<file path="config.mk">
export PLATFORM = sky130hd
export DESIGN_NAME = press_classifier_flat
export DESIGN_NICKNAME = d
export VERILOG_FILES = /design/src/rtl/press_classifier_if.sv /design/src/rtl/press_classifier.sv /design/src/flat_wrapper.sv
export SDC_FILE = /design/constraint.sdc
export NUM_CORES = 1
export LEC_CHECK = 0
export BUFFER_PORTS_ARGS = -buffer_cell sky130_fd_sc_hd__buf_2
export CORE_ASPECT_RATIO = 0.7
export CORE_MARGIN = 2
export CORE_UTILIZATION = 65
export CTS_BUF_LIST = sky130_fd_sc_hd__clkbuf_2
export DETAILED_ROUTE_END_ITERATION = 8
export GPL_TIMING_DRIVEN = 0
export PLACE_DENSITY = 0.83
export SLEW_MARGIN = 20
export SYNTH_ARGS = -nofsm -noshare
export SYNTH_HDL_FRONTEND = slang
export SYNTH_SLANG_ARGS = --single-unit
</file>
<file path="constraint.sdc">
create_clock -name clk -period 5.2 [get_ports clk]
set_input_delay 1.56 -clock clk [delete_from_list [all_inputs] [get_ports clk]]
set_output_delay 1.56 -clock clk [all_outputs]
set_load 0.05 [all_outputs]
</file>
<file path="src/rtl/press_classifier_if.sv">
// Button event bus between the debouncer side and the press classifier.
// The master drives the debounced level and press pulse. The slave
// returns the classified event pulses and the busy flag.
`timescale 1ns/1ps

interface press_classifier_if;
    logic db_level;
    logic db_tick;
    logic short_tick;
    logic long_tick;
    logic double_tick;
    logic repeat_tick;
    logic busy;

    modport master (
        output db_level,
        output db_tick,
        input  short_tick,
        input  long_tick,
        input  double_tick,
        input  repeat_tick,
        input  busy
    );

    modport slave (
        input  db_level,
        input  db_tick,
        output short_tick,
        output long_tick,
        output double_tick,
        output repeat_tick,
        output busy
    );
endinterface

</file>
<file path="src/rtl/press_classifier.sv">
// Press classifier: turns a debounced button stream into short, long,
// double and auto-repeat events. One shared duration counter is cleared on
// every state change. Every event output is a registered one-clock pulse.
`timescale 1ns/1ps

module press_classifier #(
    parameter int CNT_W         = 26,
    parameter int LONG_CYCLES   = 50_000_000,
    parameter int DOUBLE_CYCLES = 15_000_000,
    parameter int REPEAT_CYCLES = 10_000_000
) (
    input  logic              clk,
    input  logic              reset,
    press_classifier_if.slave bus
);

    typedef enum logic [2:0] {
        IDLE      = 3'd0,
        HELD      = 3'd1,
        LONG_HELD = 3'd2,
        GAP       = 3'd3,
        HELD2     = 3'd4
    } state_t;

    // Last counter value before each threshold fires. A transition on the
    // edge that sees this value puts the event pulse exactly N clocks after
    // the counter was cleared.
    localparam logic [CNT_W-1:0] LONG_LAST   = CNT_W'(LONG_CYCLES - 32'sd1);
    localparam logic [CNT_W-1:0] DOUBLE_LAST = CNT_W'(DOUBLE_CYCLES - 32'sd1);
    localparam logic [CNT_W-1:0] REPEAT_LAST = CNT_W'(REPEAT_CYCLES - 32'sd1);
    localparam logic [CNT_W-1:0] CNT_ZERO    = {CNT_W{1'b0}};
    localparam logic [CNT_W-1:0] CNT_ONE     = {{(CNT_W-1){1'b0}}, 1'b1};
    localparam logic [CNT_W-1:0] CNT_MAX     = {CNT_W{1'b1}};

    state_t           state_r;
    logic [CNT_W-1:0] cnt_r;
    logic             lvl_r;
    logic             release_s;

    // Saturating increment. HELD2 has no upper bound on hold time, so the
    // counter must never wrap around to a small value.
    function automatic logic [CNT_W-1:0] sat_inc(input logic [CNT_W-1:0] v);
        logic [CNT_W-1:0] r;
        if (v == CNT_MAX) begin
            r = v;
        end else begin
            r = v + CNT_ONE;
        end
        return r;
    endfunction

    // A release is a falling edge of the debounced level against its registered copy.
    assign release_s = lvl_r & ~bus.db_level;

    // Register the debounced level to detect the release edge.
    always_ff @(posedge clk or posedge reset) begin
        if (reset) begin
            lvl_r <= 1'b0;
        end else begin
            lvl_r <= bus.db_level;
        end
    end

    // Classification FSM with shared duration counter and registered pulse outputs.
    always_ff @(posedge clk or posedge reset) begin
        if (reset) begin
            state_r         <= IDLE;
            cnt_r           <= CNT_ZERO;
            bus.short_tick  <= 1'b0;
            bus.long_tick   <= 1'b0;
            bus.double_tick <= 1'b0;
            bus.repeat_tick <= 1'b0;
            bus.busy        <= 1'b0;
        end else begin
            // Pulses default low so each one lasts exactly one clock.
            bus.short_tick  <= 1'b0;
            bus.long_tick   <= 1'b0;
            bus.double_tick <= 1'b0;
            bus.repeat_tick <= 1'b0;

            case (state_r)
                IDLE: begin
                    // The counter is parked at zero while idle. That keeps it
                    // from wrapping during long idle periods.
                    cnt_r <= CNT_ZERO;
                    if (bus.db_tick) begin
                        state_r  <= HELD;
                        bus.busy <= 1'b1;
                    end else begin
                        state_r  <= IDLE;
                        bus.busy <= 1'b0;
                    end
                end

                HELD: begin
                    bus.busy <= 1'b1;
                    if (release_s) begin
                        // A release wins over the long threshold on the same edge.
                        state_r <= GAP;
                        cnt_r   <= CNT_ZERO;
                    end else if (cnt_r == LONG_LAST) begin
                        state_r       <= LONG_HELD;
                        cnt_r         <= CNT_ZERO;
                        bus.long_tick <= 1'b1;
                    end else begin
                        state_r <= HELD;
                        cnt_r   <= sat_inc(cnt_r);
                    end
                end

                LONG_HELD: begin
                    if (release_s) begin
                        // A release ends the hold silently, even on a repeat point.
                        state_r  <= IDLE;
                        cnt_r    <= CNT_ZERO;
                        bus.busy <= 1'b0;
                    end else if (cnt_r == REPEAT_LAST) begin
                        state_r         <= LONG_HELD;
                        cnt_r           <= CNT_ZERO;
                        bus.repeat_tick <= 1'b1;
                        bus.busy        <= 1'b1;
                    end else begin
                        state_r  <= LONG_HELD;
                        cnt_r    <= sat_inc(cnt_r);
                        bus.busy <= 1'b1;
                    end
                end

                GAP: begin
                    if (bus.db_tick) begin
                        // A second press inside the window, including its last
                        // clock, makes this a double press.
                        state_r  <= HELD2;
                        cnt_r    <= CNT_ZERO;
                        bus.busy <= 1'b1;
                    end else if (cnt_r == DOUBLE_LAST) begin
                        state_r        <= IDLE;
                        cnt_r          <= CNT_ZERO;
                        bus.short_tick <= 1'b1;
                        bus.busy       <= 1'b0;
                    end else begin
                        state_r  <= GAP;
                        cnt_r    <= sat_inc(cnt_r);
                        bus.busy <= 1'b1;
                    end
                end

                HELD2: begin
                    // There is no long or repeat detection on the second press.
                    if (release_s) begin
                        state_r         <= IDLE;
                        cnt_r           <= CNT_ZERO;
                        bus.double_tick <= 1'b1;
                        bus.busy        <= 1'b0;
                    end else begin
                        state_r  <= HELD2;
                        cnt_r    <= sat_inc(cnt_r);
                        bus.busy <= 1'b1;
                    end
                end

                default: begin
                    // Unreachable encodings recover to idle without emitting an event.
                    state_r  <= IDLE;
                    cnt_r    <= CNT_ZERO;
                    bus.busy <= 1'b0;
                end
            endcase
        end
    end

endmodule

</file>
<file path="src/flat_wrapper.sv">
// flat-port wrapper written by rule: the top's interface ports become plain ports
module press_classifier_flat 
#(
    parameter int CNT_W         = 26,
    parameter int LONG_CYCLES   = 50_000_000,
    parameter int DOUBLE_CYCLES = 15_000_000,
    parameter int REPEAT_CYCLES = 10_000_000
)
  (clk, reset, bus_db_level, bus_db_tick, bus_short_tick, bus_long_tick, bus_double_tick, bus_repeat_tick, bus_busy);
  press_classifier_if bus_i ();
  input  logic clk;
  input  logic reset;
  input wire logic [$bits(bus_i.db_level)-1:0] bus_db_level;
  input wire logic [$bits(bus_i.db_tick)-1:0] bus_db_tick;
  output wire logic [$bits(bus_i.short_tick)-1:0] bus_short_tick;
  output wire logic [$bits(bus_i.long_tick)-1:0] bus_long_tick;
  output wire logic [$bits(bus_i.double_tick)-1:0] bus_double_tick;
  output wire logic [$bits(bus_i.repeat_tick)-1:0] bus_repeat_tick;
  output wire logic [$bits(bus_i.busy)-1:0] bus_busy;
  assign bus_i.db_level = bus_db_level;
  assign bus_i.db_tick = bus_db_tick;
  assign bus_short_tick = bus_i.short_tick;
  assign bus_long_tick = bus_i.long_tick;
  assign bus_double_tick = bus_i.double_tick;
  assign bus_repeat_tick = bus_i.repeat_tick;
  assign bus_busy = bus_i.busy;
  press_classifier #(.CNT_W(CNT_W), .LONG_CYCLES(LONG_CYCLES), .DOUBLE_CYCLES(DOUBLE_CYCLES), .REPEAT_CYCLES(REPEAT_CYCLES)) u_core (.clk(clk), .reset(reset), .bus(bus_i));
endmodule
</file>
# Yosys cells after proc, flatten, opt, wreduce, memory -nomap -nowiden
# Index checks and enable logic that the tools add are counted.
# word_totals
ff_bits	35
latch_bits	0
ramBits	0
romBits	0
inputBits	4
output_inout_bits	5
word_cells	54
n_memories	0
# classes
addsub	1
multipliers	0
div	0
n_lt_le_gt_ge	0
n_eq_ne	8
shift	0
n_mux	33
bitwise_logic	2
reduce_logical	2
# op_table
op	n
$mux 26	8
$pmux 26 s4	1
$eq 26x24->1 const B	2
$eq 26x26->1 const B	2
$add 26x1->26 const B	1
$mux 1	16
$pmux 3 s5	1
$mux 3	3
$eq 3x2->1 const B	2
$mux 2	3
$pmux 1 s4	1
$eq 3x1->1 const B	1
$eq 3x3->1 const B	1
$logic_not 3->1	1
$reduce_or 2->1	1
$and 1x1->1	1
$not 1->1	1

# Depth between registers and ports, before layout
# logic_depth
ltp_word	5
mapped_depth	10
ltp_nobuf	6

# Least setup slack after synthesis
# Ideal clock, no wire load.
# synth_timing
kind	input to register
from	in bus_db_level
to	reg u_core.cnt_r[15]
setup_time_ns	0.087
arrival_time_ns	2.606
t_required_ns	5.113
slack_ns	2.507
cell_stages	6
path_buffers	1
path_cell_list	nor2b_1 or4_1 inv_1 a22oi_4 buf_4 a22oi_1
# synth_between
elab_chain_cells	4
word_cells_on_any_way	6
classes_between	4 x mux; 2 x bitwise
# synth_lines
element	line	rtl
start, declared	flat_wrapper.sv:13	input wire logic [$bits(bus_i.db_level)-1:0] bus_db_level;
$not 1->1 *	press_classifier.sv:53	assign release_s = lvl_r & ~bus.db_level;
$and 1x1->1 *	press_classifier.sv:53	
$mux 26, on equally long branches	press_classifier.sv:150, press_classifier.sv:97, press_classifier.sv:112	
$pmux 26 s4 *	press_classifier.sv:81	case (state_r)
end signal, assigned	press_classifier.sv:107	cnt_r <= sat_inc(cnt_r);
end signal, assigned	press_classifier.sv:143	cnt_r <= sat_inc(cnt_r);
end signal, assigned	press_classifier.sv:157	cnt_r <= sat_inc(cnt_r);
end, declared	press_classifier.sv:36	logic [CNT_W-1:0] cnt_r;
# Every way passes the cells marked *; elsewhere a longest branch is shown, timed or not.

# Worst setup path after layout
# layout_timing
from	reg u_core.cnt_r[0]
to	reg u_core.cnt_r[12]
# layout_between
elab_chain_cells	5
word_cells_on_any_way	14
classes_between	1 x add/sub; 4 x eq/ne; 9 x mux
# layout_lines
element	line	rtl
start signal, assigned	press_classifier.sv:107	
start signal, assigned	press_classifier.sv:124	cnt_r <= sat_inc(cnt_r);
start signal, assigned	press_classifier.sv:143	
$add 26x1->26 or $eq 26x26->1 (tied branches)	press_classifier.sv:47, press_classifier.sv:44	
$mux 26	press_classifier.sv:44	if (v == CNT_MAX) begin
$mux 26, on equally long branches	press_classifier.sv:136, press_classifier.sv:101, press_classifier.sv:117	
$mux 26, on equally long branches	press_classifier.sv:130, press_classifier.sv:97, press_classifier.sv:112	
$pmux 26 s4 *	press_classifier.sv:81	
# Marked as above.

==> impl_metrics.ini <==
[clocking]
cts_hold_buffers = 0
cts_root_buffer = clkbuf_2
cts_tree = yes
clk_pin_slew_ns = 0.20
insertion_delay_ns = 0.41
clockBufferDepth = 2
cts.sinks = 35
cts_setup_buffers = 0
ctsResizeCount = 0
cts_made_buffers = 5
h-tree-depth = 2

[critical_path]
critPathLaunchType = register
crit_path_max_fanout = 10
worst_ep_required_time_ns = 5.48
cp.arrival_ns = 3.11
criticalPathCategory = register to register
r2r_slack_ns = 2.37
critPathCaptureType = register
rr_worst_depth = 8
r2r_start = u_core.cnt_r[0]$_DFF_PP0_
r2r_end = u_core.cnt_r[12]$_DFF_PP0_

[die]
num_io_pins = 9
rows = 17
initial_core_util_pct = 67.1
fp.coreArea_um2 = 3110
die_area_um2 = 3680
die_width_um = 71.7
die_h_um = 51.4

[logic_synthesis]
seq_area_frac_synth_pct = 42.0
syn-num-nets = 228
synth_xor_area_share_pct = 5.04
synth-simple-area-share_pct = 27.6
yosys-top-cells-area = dfrtp_1 (42%), a21oi_1 (4.8%), xnor2_1 (4.6%), nand4_1 (4.2%), a22oi_1 (3.2%)
syn_inst = 223
synthFlopType = dfrtp_1
synthDistinctLibCells = 46
synth_mux_area_share_pct = 0.960
synth_warnings = 0
synth_top_area_cell = dfrtp_1
synth_top_family_by_area = simple AND/OR/NAND/NOR gates
ys_seq_elements = 35
synth.avg_cell_area_um2 = 9.35
synth_compound_area_share_pct = 18.7
synth_edf_count = 0
async_flop_share_pct = 100
syn_area_um2 = 2080
synth_top_area_share_pct = 42.0
synthAdderAreaFrac_pct = 0.600

[grt]
gr-total-overflow = 0
grt_antenna_before_repair = 0
grt_max_degree = 36
grt_pass1_vias = 1804
grt.total_usage_pct = 30.6
grt_pass1_wl_um = 8510

[timing]
rsz0062_at_grt = false
finalMaxSlewViolations = 0
fmax_mhz = 354
slew_headroom_pct = 48.8
setup_ws_ns = 2.37
setup_violations = 0
tns_ns = 0
finalHoldViolations = 0
worstMarginPinSlew_ns = 0.761
post-route-period-util_pct = 54.3
fin_crit_ns = 2.83
finClkSkew_ns = 0.0229

[outcome]
status = complete, no violations

[route]
vias_per_cell = 7.06
via_count = 1957
drtIter0Drc = 277
postRouteAntennaNets = 0
avgRoutedWirePerCell_um = 18.3
drt-pass1-iter-count = 5
routed_wl_um = 5060
drc_errors = 0

[placed_design]
place_ws_ns = 2.11
dp_hpwl_um = 3590
port_buffers = 8
placed_cell_area_um2 = 2170
gp_congestion = 0.961

[pwr]
power_w = 0.000635
powerDensity_nw_per_um2 = 286
p_leak_nw = 0.831
peakVddDrop_mv = 0.150

[min_path]
hp-class = register to register
hold_start = u_core.state_r[2]$_DFF_PP0_
min_to = u_core.state_r[0]$_DFF_PP0_
whs_path_depth = 1

[cells_and_area]
num-nets-final = 243
final_area_um2 = 2220
n_antenna_cell = 0
layout-drive-gt1-share_pct = 13.8
synthToLayoutAreaGrowth_pct = 6.36
final_core_util_pct = 71.4

[job]
drv_cap = 0
==> stage by stage <==
step,instances,hold slack (ns)
3_3_place_gp,269,0.498
6_report,277,0.561
3_5_place_dp,269,0.536
4_1_cts,277,0.561
2_1_floorplan,223,0.478
5_1_grt,277,0.622
==> area by class of cell <==
cell class	instances	area, µm²
plain buffers	17	91.3
clock buffers	5	25.0
clock inverters	3	20.0
fillers	237	888
inverters	4	15.0
multi-input cells	167	1100
flip-flops and latches	35	876
well taps	38	47.5
repair buffers	8	40.0
==> registers in the layout (all words and copies together), names as in the netlist <==
signal and count:
u_core.bus.short_tick 1, u_core.lvl_r 1, u_core.bus.double_tick 1, u_core.cnt_r 26, u_core.bus.long_tick 1, u_core.state_r 3, u_core.bus.busy 1, u_core.bus.repeat_tick 1
==> kinds of logic after synthesis <==
logic type	after synthesis
flip-flops	35
XOR/XNOR	12
AO/OA/AOI/OAI	57
AND/OR/NAND/NOR	95
adder cells (fa/ha/maj)	1
buffers and inverters	21
multiplexers	2
==> power breakdown <==
group | switching (W) | internal, W | leakage (nW)
clock network | 0.0000999 | 0.0000318 | 0.0250
registers | 0.0000247 | 0.000292 | 0.477
logic | 0.000124 | 0.0000620 | 0.330
total | 0.000249 | 0.000386 | 0.831
==> cell usage after synthesis (3+ instances only) <==
library cell,count
a22oi_1,9
nand3_1,5
xnor2_1,11
nand2b_1,4
a21oi_1,20
nor3_1,7
o31ai_1,5
inv_1,4
or3_1,5
a211oi_1,5
nand2_1,15
and4_1,3
buf_2,4
nor2_1,8
nor4_1,7
and3_1,3
nor4b_1,4
o21ai_0,7
clkbuf_1,9
nand4_1,14
dfrtp_1,35
or4_1,8
==> placed cells by master (no fill, tap or decap), drive strengths merged, types with 5 or more instances in the layout <==
cell type | synthesis | layout
nand2 | 15 | 15
a211oi | 5 | 5
clkbuf | 9 | 14
o21ai | 7 | 7
xnor2 | 11 | 11
o31ai | 5 | 5
nor3 | 7 | 7
nor2 | 8 | 8
or4 | 9 | 9
nand3 | 6 | 6
buf | 8 | 16
a21oi | 21 | 21
or3 | 5 | 5
nand4 | 14 | 14
dfrtp | 35 | 35
nor4 | 7 | 7
a22oi | 10 | 10
==> critical path: stages (launching register included) <==
cell	delay, ns
dfrtp_1	0.48
ha_1	0.26
nand3_2	0.13
or4b_1	0.51
or4_1	0.53
buf_2	0.18
a21oi_4	0.31
buf_6	0.20
a22oi_1	0.09
==> metal layers <==
metal / routed length, µm / up-vias / GRT usage (%) / share of wire (%)
li1: - / 891 / - / -
met1: 2230 / 937 / 42.5 / 44
met2: 2320 / 117 / 47.1 / 46
met3: 444 / 12 / 8.09 / 8.8
met4: 69 / 0 / 9.75 / 1.4
met5: 0 / - / 0 / 0
==> how the worst max path moves through the flow <==
| stage | from | end | slack (ns) | cells past startpoint |
|---|---|---|---|---|
| 2_1_floorplan | bus_db_level | u_core.cnt_r[15]$_DFF_PP0_ | 2.51 | 6 |
| 3_3_place_gp | bus_db_level | u_core.cnt_r[21]$_DFF_PP0_ | 2.18 | 7 |
| 3_5_place_dp | bus_db_level | u_core.cnt_r[21]$_DFF_PP0_ | 2.11 | 7 |
| 4_1_cts | u_core.cnt_r[0]$_DFF_PP0_ | u_core.cnt_r[21]$_DFF_PP0_ | 2.41 | 8 |
| 5_1_grt | u_core.cnt_r[0]$_DFF_PP0_ | u_core.cnt_r[21]$_DFF_PP0_ | 2.27 | 8 |
| 6_report | u_core.cnt_r[0]$_DFF_PP0_ | u_core.cnt_r[12]$_DFF_PP0_ | 2.37 | 8 |
(Power assumes the default switching activity.)
